## config.mk

```make
export PLATFORM = sky130hd
export DESIGN_NAME = coolgirl_cfg_regs
export DESIGN_NICKNAME = d
export VERILOG_FILES = /design/src/rtl/coolgirl_cfg_pkg.sv /design/src/rtl/coolgirl_cfg_decode.sv /design/src/rtl/coolgirl_cfg_regs.sv
export SDC_FILE = /design/constraint.sdc
export NUM_CORES = 1
export LEC_CHECK = 0
export ABC_AREA = 1
export CAP_MARGIN = 0
export CORE_MARGIN = 4
export CORE_UTILIZATION = 44
export DETAILED_ROUTE_END_ITERATION = 16
export PLACE_DENSITY_LB_ADDON = 0.12
export SLEW_MARGIN = 20
export SYNTH_ARGS = -nofsm -noshare
export SYNTH_HDL_FRONTEND = slang
export SYNTH_SLANG_ARGS = --single-unit
```

## constraint.sdc

```tcl
create_clock -name m2 -period 1.2 [get_ports m2]
set_input_delay 0.24 -clock m2 [delete_from_list [all_inputs] [get_ports m2]]
set_output_delay 0.24 -clock m2 [all_outputs]
set_load 0.03 [all_outputs]
```

## src/rtl/coolgirl_cfg_pkg.sv

```systemverilog
// Shared constants for the CoolGirl configuration register file: decode page,
// register indices, controller states and R5 flag bit positions.
package coolgirl_cfg_pkg;

  localparam logic [2:0] CFG_PAGE = 3'b101;

  localparam logic [2:0] CFG_R0 = 3'd0;
  localparam logic [2:0] CFG_R1 = 3'd1;
  localparam logic [2:0] CFG_R2 = 3'd2;
  localparam logic [2:0] CFG_R3 = 3'd3;
  localparam logic [2:0] CFG_R4 = 3'd4;
  localparam logic [2:0] CFG_R5 = 3'd5;

  typedef enum logic [1:0] {
    CFG_IDLE   = 2'd0,
    CFG_STAGED = 2'd1,
    CFG_LOCKED = 2'd2
  } cfg_state_t;

  localparam int R5_SRAM_EN   = 0;
  localparam int R5_MAP_6000  = 1;
  localparam int R5_PRG_WE    = 2;
  localparam int R5_CHR_WE    = 3;
  localparam int R5_FOUR_SCR  = 4;
  localparam int R5_PAGE_LO   = 5;
  localparam int R5_PAGE_HI   = 6;
  localparam int R5_LOCK      = 7;

  // True for the registers that only stage shadow state.
  function automatic logic is_shadow_idx(input logic [2:0] idx);
    return idx <= CFG_R4;
  endfunction

endpackage

```

## src/rtl/coolgirl_cfg_decode.sv

```systemverilog
// Combinational CPU decode of the $5000-$5FFF config page: write hit,
// read hit (only while M2 is high) and register index. A11..A3 are mirrored.
module coolgirl_cfg_decode
  import coolgirl_cfg_pkg::*;
(
  input  logic        m2,
  input  logic        romsel,
  input  logic        cpu_rw_in,
  input  logic [14:0] cpu_addr_in,
  output logic        wr_hit,
  output logic        rd_hit,
  output logic [2:0]  reg_idx
);

  logic page_hit;
  logic unused_addr;

  assign page_hit    = romsel && (cpu_addr_in[14:12] == CFG_PAGE);
  assign wr_hit      = page_hit && !cpu_rw_in;
  assign rd_hit      = page_hit && cpu_rw_in && m2;
  assign reg_idx     = cpu_addr_in[2:0];
  assign unused_addr = ^cpu_addr_in[11:3];

endmodule

```

## src/rtl/coolgirl_cfg_regs.sv

```systemverilog
// CoolGirl multicart configuration registers: shadow staging, atomic commit on
// R5, lockout until reset. Readback is built only with COOLGIRL_CFG_READBACK_EN.
module coolgirl_cfg_regs
  import coolgirl_cfg_pkg::*;
#(
  parameter logic [12:0] PRG_BASE_RESET = 13'h0000,
  parameter logic [6:0]  PRG_MASK_RESET = 7'b1111000,
  parameter logic [4:0]  CHR_MASK_RESET = 5'b11111
) (
  input  logic        m2,
  input  logic        rst_n,
  input  logic        romsel,
  input  logic        cpu_rw_in,
  input  logic [14:0] cpu_addr_in,
  input  logic [7:0]  cpu_data_in,
  output logic [12:0] cpu_base,
  output logic [6:0]  prg_mask,
  output logic [4:0]  chr_mask,
  output logic [5:0]  mapper,
  output logic        sram_enabled,
  output logic        map_rom_on_6000,
  output logic        prg_write_enabled,
  output logic        chr_write_enabled,
  output logic        four_screen,
  output logic [1:0]  sram_page,
  output logic        lockout,
  output logic        cfg_pending,
  output logic [7:0]  cpu_data_out,
  output logic        cpu_data_out_enabled
);

  logic        wr_hit;
  logic        rd_hit;
  logic [2:0]  reg_idx;

  cfg_state_t  state;
  logic [12:0] sh_base;
  logic [6:0]  sh_prg_mask;
  logic [4:0]  sh_chr_mask;
  logic [5:0]  sh_mapper;

  coolgirl_cfg_decode u_decode (
    .m2          (m2),
    .romsel      (romsel),
    .cpu_rw_in   (cpu_rw_in),
    .cpu_addr_in (cpu_addr_in),
    .wr_hit      (wr_hit),
    .rd_hit      (rd_hit),
    .reg_idx     (reg_idx)
  );

  // All state moves on the falling edge of M2, when CPU address/data are stable.
  always_ff @(negedge m2 or negedge rst_n) begin
    if (!rst_n) begin
      state             <= CFG_IDLE;
      sh_base           <= PRG_BASE_RESET;
      sh_prg_mask       <= PRG_MASK_RESET;
      sh_chr_mask       <= CHR_MASK_RESET;
      sh_mapper         <= 6'd0;
      cpu_base          <= PRG_BASE_RESET;
      prg_mask          <= PRG_MASK_RESET;
      chr_mask          <= CHR_MASK_RESET;
      mapper            <= 6'd0;
      sram_enabled      <= 1'b0;
      map_rom_on_6000   <= 1'b0;
      prg_write_enabled <= 1'b1;
      chr_write_enabled <= 1'b1;
      four_screen       <= 1'b0;
      sram_page         <= 2'd0;
    end else if (wr_hit && (state != CFG_LOCKED)) begin
      if (is_shadow_idx(reg_idx)) begin
        state <= CFG_STAGED;
      end
      case (reg_idx)
        CFG_R0: sh_base[12:5] <= cpu_data_in;
        CFG_R1: sh_base[4:0]  <= cpu_data_in[7:3];
        CFG_R2: sh_prg_mask   <= cpu_data_in[6:0];
        CFG_R3: sh_chr_mask   <= cpu_data_in[4:0];
        CFG_R4: sh_mapper     <= cpu_data_in[5:0];
        CFG_R5: begin
          cpu_base          <= sh_base;
          prg_mask          <= sh_prg_mask;
          chr_mask          <= sh_chr_mask;
          mapper            <= sh_mapper;
          sram_enabled      <= cpu_data_in[R5_SRAM_EN];
          map_rom_on_6000   <= cpu_data_in[R5_MAP_6000];
          prg_write_enabled <= cpu_data_in[R5_PRG_WE];
          chr_write_enabled <= cpu_data_in[R5_CHR_WE];
          four_screen       <= cpu_data_in[R5_FOUR_SCR];
          sram_page         <= cpu_data_in[R5_PAGE_HI:R5_PAGE_LO];
          state             <= cpu_data_in[R5_LOCK] ? CFG_LOCKED : CFG_IDLE;
        end
        default: ;
      endcase
    end
  end

  assign cfg_pending = (state == CFG_STAGED);
  assign lockout     = (state == CFG_LOCKED);

`ifdef COOLGIRL_CFG_READBACK_EN
  logic [7:0] rb_data;
  logic       rb_en;

  // Shadows read back in register format; R5 reflects the live flags.
  always_comb begin
    rb_data = 8'h00;
    rb_en   = 1'b0;
    if (rd_hit) begin
      rb_en = 1'b1;
      case (reg_idx)
        CFG_R0:  rb_data = sh_base[12:5];
        CFG_R1:  rb_data = {sh_base[4:0], 3'b000};
        CFG_R2:  rb_data = {1'b0, sh_prg_mask};
        CFG_R3:  rb_data = {3'b000, sh_chr_mask};
        CFG_R4:  rb_data = {2'b00, sh_mapper};
        CFG_R5:  rb_data = {lockout, sram_page, four_screen, chr_write_enabled,
                            prg_write_enabled, map_rom_on_6000, sram_enabled};
        default: rb_en = 1'b0;
      endcase
    end
  end

  assign cpu_data_out         = rb_data;
  assign cpu_data_out_enabled = rb_en;
`else
  logic unused_rd;
  assign unused_rd            = rd_hit;
  assign cpu_data_out         = 8'h00;
  assign cpu_data_out_enabled = 1'b0;
`endif

endmodule
```

==> results of run 1 <==
==> cell type report <==
cell class	instances	area [um2]	area share, %
Clock inverter	26	121	2.04
Multi-Input combinational cell	251	1790	30.1
Tap cell	77	96.3	1.62
Timing Repair Buffer	167	1920	32.2
Clock buffer	10	149	2.51
Inverter	9	66.3	1.12
Sequential cell	71	1800	30.3
==> placed cells by master (no fill, tap or decap), types with 9 or more instances in the layout <==
master	synthesis	routed
nand3_4	0	12
nand2_1	151	89
nand3_1	79	13
dfrtn_1	51	51
dfstp_2	20	20
buf_6	2	46
conb_1	1	9
nor2_4	1	10
nand3_2	0	54
inv_1	7	22
buf_12	0	21
nand2_4	0	16
clkbuf_8	0	9
nand2_2	0	45
buf_4	10	76
buf_16	0	9
==> power breakdown <==
group | switching [uW] | internal, uW | leakage (uW) | total (uW)
sequential | 130 | 2570 | 0.000908 | 2700
clock | 1390 | 978 | 0.000196 | 2370
combinational | 591 | 417 | 0.00180 | 1010
total | 2110 | 3960 | 0.00291 | 6070
==> worst paths after layout <==
kind,slack (ns),endpoint,cells past startpoint,from
max reg2reg,-0.47,sh_mapper[0],10,state[1]
max,-0.80,lockout,3,state[1]
min in group m2,0.44,cpu_base[1],2,cpu_base[1]
min,0.37,cpu_base[3],2,rst_n
max in group asynchronous,0.43,sh_prg_mask[1],3,rst_n
min reg2reg,0.44,cpu_base[1],2,cpu_base[1]
==> worst register-to-register path, cell delays in order, from the launching register on <==
cell and delay, ns:
dfrtn_1 0.50, buf_4 0.15, nand2_1 0.06, nand2_2 0.08
nor2_4 0.05, buf_12 0.13, buf_12 0.12, buf_12 0.13
buf_12 0.14, nand3_2 0.06, nand2_1 0.09
==> flip-flops by register name, summed over array words and instances (netlist names) <==
signal and flops:
chr_mask 5, sram_enabled 1, prg_write_enabled 1, sh_base 13, sh_mapper 6, mapper 6, cpu_base 13, chr_write_enabled 1
map_rom_on_6000 1, four_screen 1, sram_page 2, prg_mask 7, sh_chr_mask 5, sh_prg_mask 7, state 2
==> routing by layer <==
layer | vias up | wire length [um] | track usage, % | share of wire, %
li1 | 1463 | - | - | -
met1 | 1782 | 5100 | 35.7 | 36
met2 | 238 | 7160 | 50.3 | 51
met3 | 79 | 1070 | 5.04 | 7.6
met4 | 0 | 827 | 15.5 | 5.8
met5 | - | 0 | 0 | 0
==> timing repair <==
action / in CTS / in global routing
cloned: 13 / 0
resized for setup: 225 / 51
endpoints found under the setup margin: 111 / 111
pin swaps: 55 / 12
buffers inserted: 40 / 30
==> synthesized netlist by cell type (all sizes together) <==
cell / number / area share [%]
nand3: 79 / 13
buf: 20 / 4.5
nand2: 151 / 19
dfstp: 20 / 17
inv: 10 / 1.2
clkbuf: 4 / 0.50
conb: 1 / 0.12
dfrtn: 51 / 42
nor2: 12 / 2.3
==> logic make-up (layout without fill, tap and decap cells) <==
group	after synthesis	in the layout
DFF	71	71
and+or+nand+nor	242	242
other	1	9
buffers and inverters	34	212
==> metrics by stage <==
stage / area [um2] / setup slack [ns] / utilization [%] / hold WS, ns
6_report: 5940 / -0.803 / 91.0 / 0.371
2_1_floorplan: 3250 / -0.474 / - / 0.403
3_3_place_gp: 4000 / -1.11 / 61.2 / 0.416
5_1_grt: 5940 / -0.826 / 91.0 / 0.372
4_1_cts: 5660 / -0.741 / 86.6 / 0.368
3_5_place_dp: 4000 / -1.12 / 61.2 / 0.421
==> impl_metrics.ini, run 1 <==
[run_status]
status = finished with violations
violations = setup timing

[grt]
antenna_found_initial = 0
grt_pass1_wl_um = 18900
overflow = 0
grt_max_degree = 30
grt_pass1_vias = 3568
grt_use_total_pct = 29.4

[clock_tree]
clkSlewWorstSetupHoldPaths_ns = 0.05
cts_sinks = 71
clock_latency_ns = 0.45
cts_buffers = 9
cts_buffer_depth = 2
root_buffer = clkbuf_8
tritoncts = built
htreeDepth = 3
postCtsHoldBufs = 0

[route]
drc = 0
vias = 3562
routed_wl_um = 14200
vias_per_cell = 5.83
routedWlPerCell_um = 23.2
postRouteAntennaNets = 0
drt-initial-drc-count = 290
dr.pass1.iters = 5

[setup_path]
cp_max_fo = 3
max_stage_delay_ns = 0.50
required_ns = 0.96
cp_top_family = flip-flops
worstPathArrival_ns = 1.76
critical_path_buf_inv_count = 2
end_kind = output port
crit_type = flop to output port
cp_cell_sequence = inv_2 -> nor2_4 -> buf_6
critPathLaunchType = flop
crit_slowest_cell = dfrtn_1

[yosys]
seq_area_frac_synth_pct = 59.5
netlist_area_mm2 = 0.00303
synth_mux_area_share_pct = 0
ys_ff_latch = 71
synth_cell_type_count = 14
synth_top_family_by_area = simple AND/OR/NAND/NOR gates
synth_fa_ha_area_share_pct = 0
synth_xor_area_share_pct = 0
synthCells = 348
yosys.area_share.simple_pct = 34.1
synth_area_per_cell_um2 = 8.70
yosysWarningCount = 0
synth_compound_area_share_pct = 0

[floorplanning]
die_h_um = 91.0
rows = 29
die_width_um = 91.0
pin_count = 76
coreArea_mm2 = 0.00653
die_area_mm2 = 0.00827
start_util_pct = 46.4

[sta]
rsz0062_at_grt = yes
hold_violations = 0
setup_tns_ns = -52.54
finalSetupViolCount = 111
tightest_slew_ns = 0.500
finClkSkew_ns = 0.113
maxSlewHeadroom_pct = 66.7
setup_ws_ns = -0.803
maxSlewViolCount = 0

[finish]
layout.cells.non_filler = 611
area_growth_pct = 96.2
finalNetCount = 556
nFillCells = 242
diodes = 0
drive_gt1_share_pct = 63.9

[pwr]
p_leak_uw = 0.00291
power_density_mw_per_mm2 = 1020
total_power_uw = 6070
peakVddDrop_mv = 1.01

[placed_design]
dp.cells = 500
dp_hpwl_um = 5330
gp_congestion = 0.784
portBuffers = 57

[run]
drv_cap = 0

[hold_path]
hp-class = input pin to async pin
No activity file was read; power rests on OpenSTA's default activity.
==> inputs of run 2 (changes only) <==
Settings changed: CORE_UTILIZATION 44 to 48, DONT_BUFFER_PORTS set to 1, PLACE_DENSITY_LB_ADDON 0.12 to 0.2.
==> run 2 against run 1 <==
Against the previous run: via count fell by 32%; core utilization down 27 points; hold slack worse by 0.29 ns; largest cell class is now registers; first-iteration DRC count down 43%; the flow still finishes with violations (setup timing); non-clock buffer count is 143 lower; clock power fell by 12%; die area decreased by 7.6%; register-to-register slack better by 0.16 ns; flip-flop and latch count unchanged; routed wire length is 50% lower.
==> impl_metrics.ini, run 2 (synthesis gave the netlist of run 1 again) <==
[finish]
area_growth_pct = 26.9
drive_gt1_share_pct = 29.4
largest_registers = cpu_base x13, sh_base x13
finalNetCount = 413
layout.cells.non_filler = 466
final_common_cell = nand2_1
nFillCells = 503
diodes = 0
final_cell_mix = 129 x nand2_1, 63 x nand3_1, 51 x dfrtn_1, 22 x inv_1, 20 x dfstp_2

[grt]
grt_max_degree = 72
overflow = 0
antenna_found_initial = 0
grt_use_total_pct = 20.0
grt_pass1_wl_um = 11600
grt_pass1_vias = 2388

[clock_tree]
root_buffer = clkbuf_8
postCtsHoldBufs = 0
tritoncts = built
cts_buffers = 9
cts_buffer_depth = 2
cts_sinks = 71
htreeDepth = 3
clkSlewWorstSetupHoldPaths_ns = 0.05
clock_latency_ns = 0.40

[run]
drv_cap = 0

[setup_path]
cp_max_fo = 4
r2r_end = prg_mask[0]
reg2reg_depth = 8
worstPathArrival_ns = 1.71
r2r_start = state[0]
required_ns = 0.96
reg2reg_setup_slack_ns = -0.31
end_kind = output port
critPathLaunchType = flop
crit_type = flop to output port

[pwr]
switching_share_pct = 28.1
p_leak_uw = 0.00199
p_clk_share_pct = 39.8
internal_power_uw = 3780
power_density_mw_per_mm2 = 1370
peakVddDrop_mv = 0.719
seq_power_share_pct = 52.0
power.switching_uw = 1480
comb_power_share_pct = 8.2

[route]
routedWlPerCell_um = 15.3
drt-initial-drc-count = 165
vias = 2435
postRouteAntennaNets = 0
vias_per_cell = 5.23
dr.pass1.iters = 5
drc = 0
routed_wl_um = 7120

[placed_design]
dp_hpwl_um = 4650
gp_congestion = 0.751
dp.cells = 424
portBuffers = 0

[floorplanning]
start_util_pct = 50.2
die_h_um = 87.4
die_area_mm2 = 0.00764
pin_count = 76
rows = 28
coreArea_mm2 = 0.00603
die_width_um = 87.4

[hold_path]
hp-class = input pin to async pin

[run_status]
violations = setup timing
status = finished with violations

[sta]
finClkSkew_ns = 0.0634
setup_ws_ns = -0.746
finalSetupViolCount = 111
rsz0062_at_grt = yes
setup_tns_ns = -42.27
maxSlewViolCount = 0
hold_violations = 0
## run 2: cell count changes in the layout (fill, tap and decap cells not counted), sizes merged
cell and delta:
bufinv +1, inv -1, dlygate4sd2 -5, buf -136, clkinvlp +1, clkdlybuf4s50 -3
## run 2: final cells by class
| type | instances | area, um2 | area share, % |
|---|---|---|---|
| clock buffer | 9 | 124 | 3.22 |
| clock inverter | 27 | 141 | 3.68 |
| inverter | 9 | 58.8 | 1.53 |
| multi-input combinational | 251 | 1310 | 34.2 |
| sequential | 71 | 1800 | 46.9 |
| tap | 75 | 93.8 | 2.44 |
| timing repair buffer | 24 | 309 | 8.04 |
## run 2: through the flow
step | hold WS [ns] | utilization (%) | power, uW | setup slack (ns) | instance area [um2]
6_report | 0.0832 | 63.8 | 5250 | -0.746 | 3840
5_1_grt | 0.0648 | 63.8 | 5560 | -0.782 | 3840
4_1_cts | 0.0683 | 62.0 | 5300 | -0.748 | 3740
3_5_place_dp | 0.421 | 55.7 | 3220 | -0.471 | 3350
3_3_place_gp | 0.416 | 55.7 | 3210 | -0.448 | 3350
2_1_floorplan | 0.403 | - | 3140 | -0.474 | 3250
## run 2: worst max path at each step
stage	depth (start not counted)	start	slack, ns	to
after floorplan	8	cpu_addr_in[13]	-0.47	cpu_base[10]
after global placement	7	cpu_addr_in[1]	-0.45	cpu_base[11]
after detailed placement	6	romsel	-0.47	sh_mapper[0]
after CTS	2	state[1]	-0.75	lockout
after global routing	2	state[1]	-0.78	lockout
final	2	state[1]	-0.75	lockout
## run 2: what timing repair did
| item | 4_1_cts | 5_1_grt |
|---|---|---|
| cloned | 0 | 1 |
| pin swaps | 1 | 1 |
| endpoints found under the setup margin | 111 | 111 |
| buffers inserted | 3 | 3 |
| gates resized for setup | 16 | 20 |
## run 2: metal layers
| layer | up-vias | track usage (%) | wire length, um | part of all wire (%) |
|---|---|---|---|---|
| li1 | 1175 | - | - | - |
| met1 | 1191 | 24.8 | 2990 | 42 |
| met2 | 63 | 31.2 | 3580 | 50 |
| met3 | 6 | 7.76 | 482 | 6.8 |
| met4 | 0 | 8.37 | 65 | 0.91 |
| met5 | - | 0 | 0 | 0 |
## run 2: critical path: stages (launching register included)
cell     delay (ns)
dfrtn_1        0.50
inv_2          0.06
nor2_4         0.20
## run 2: power groups by stage
stage / logic (uW) / clock network (uW) / registers, uW
after floorplan: 293 / 107 / 2730
after global placement: 342 / 107 / 2760
after detailed placement: 353 / 107 / 2760
after CTS: 402 / 2180 / 2720
after global routing: 476 / 2340 / 2740
final: 431 / 2090 / 2730
==> inputs of run 3 (changes only) <==
Settings changed: CTS_CLUSTER_DIAMETER set to 120, SETUP_SLACK_MARGIN set to 0.4.
==> results of run 3 <==
Final layout, timing and power as in run 2 (identical DEF).
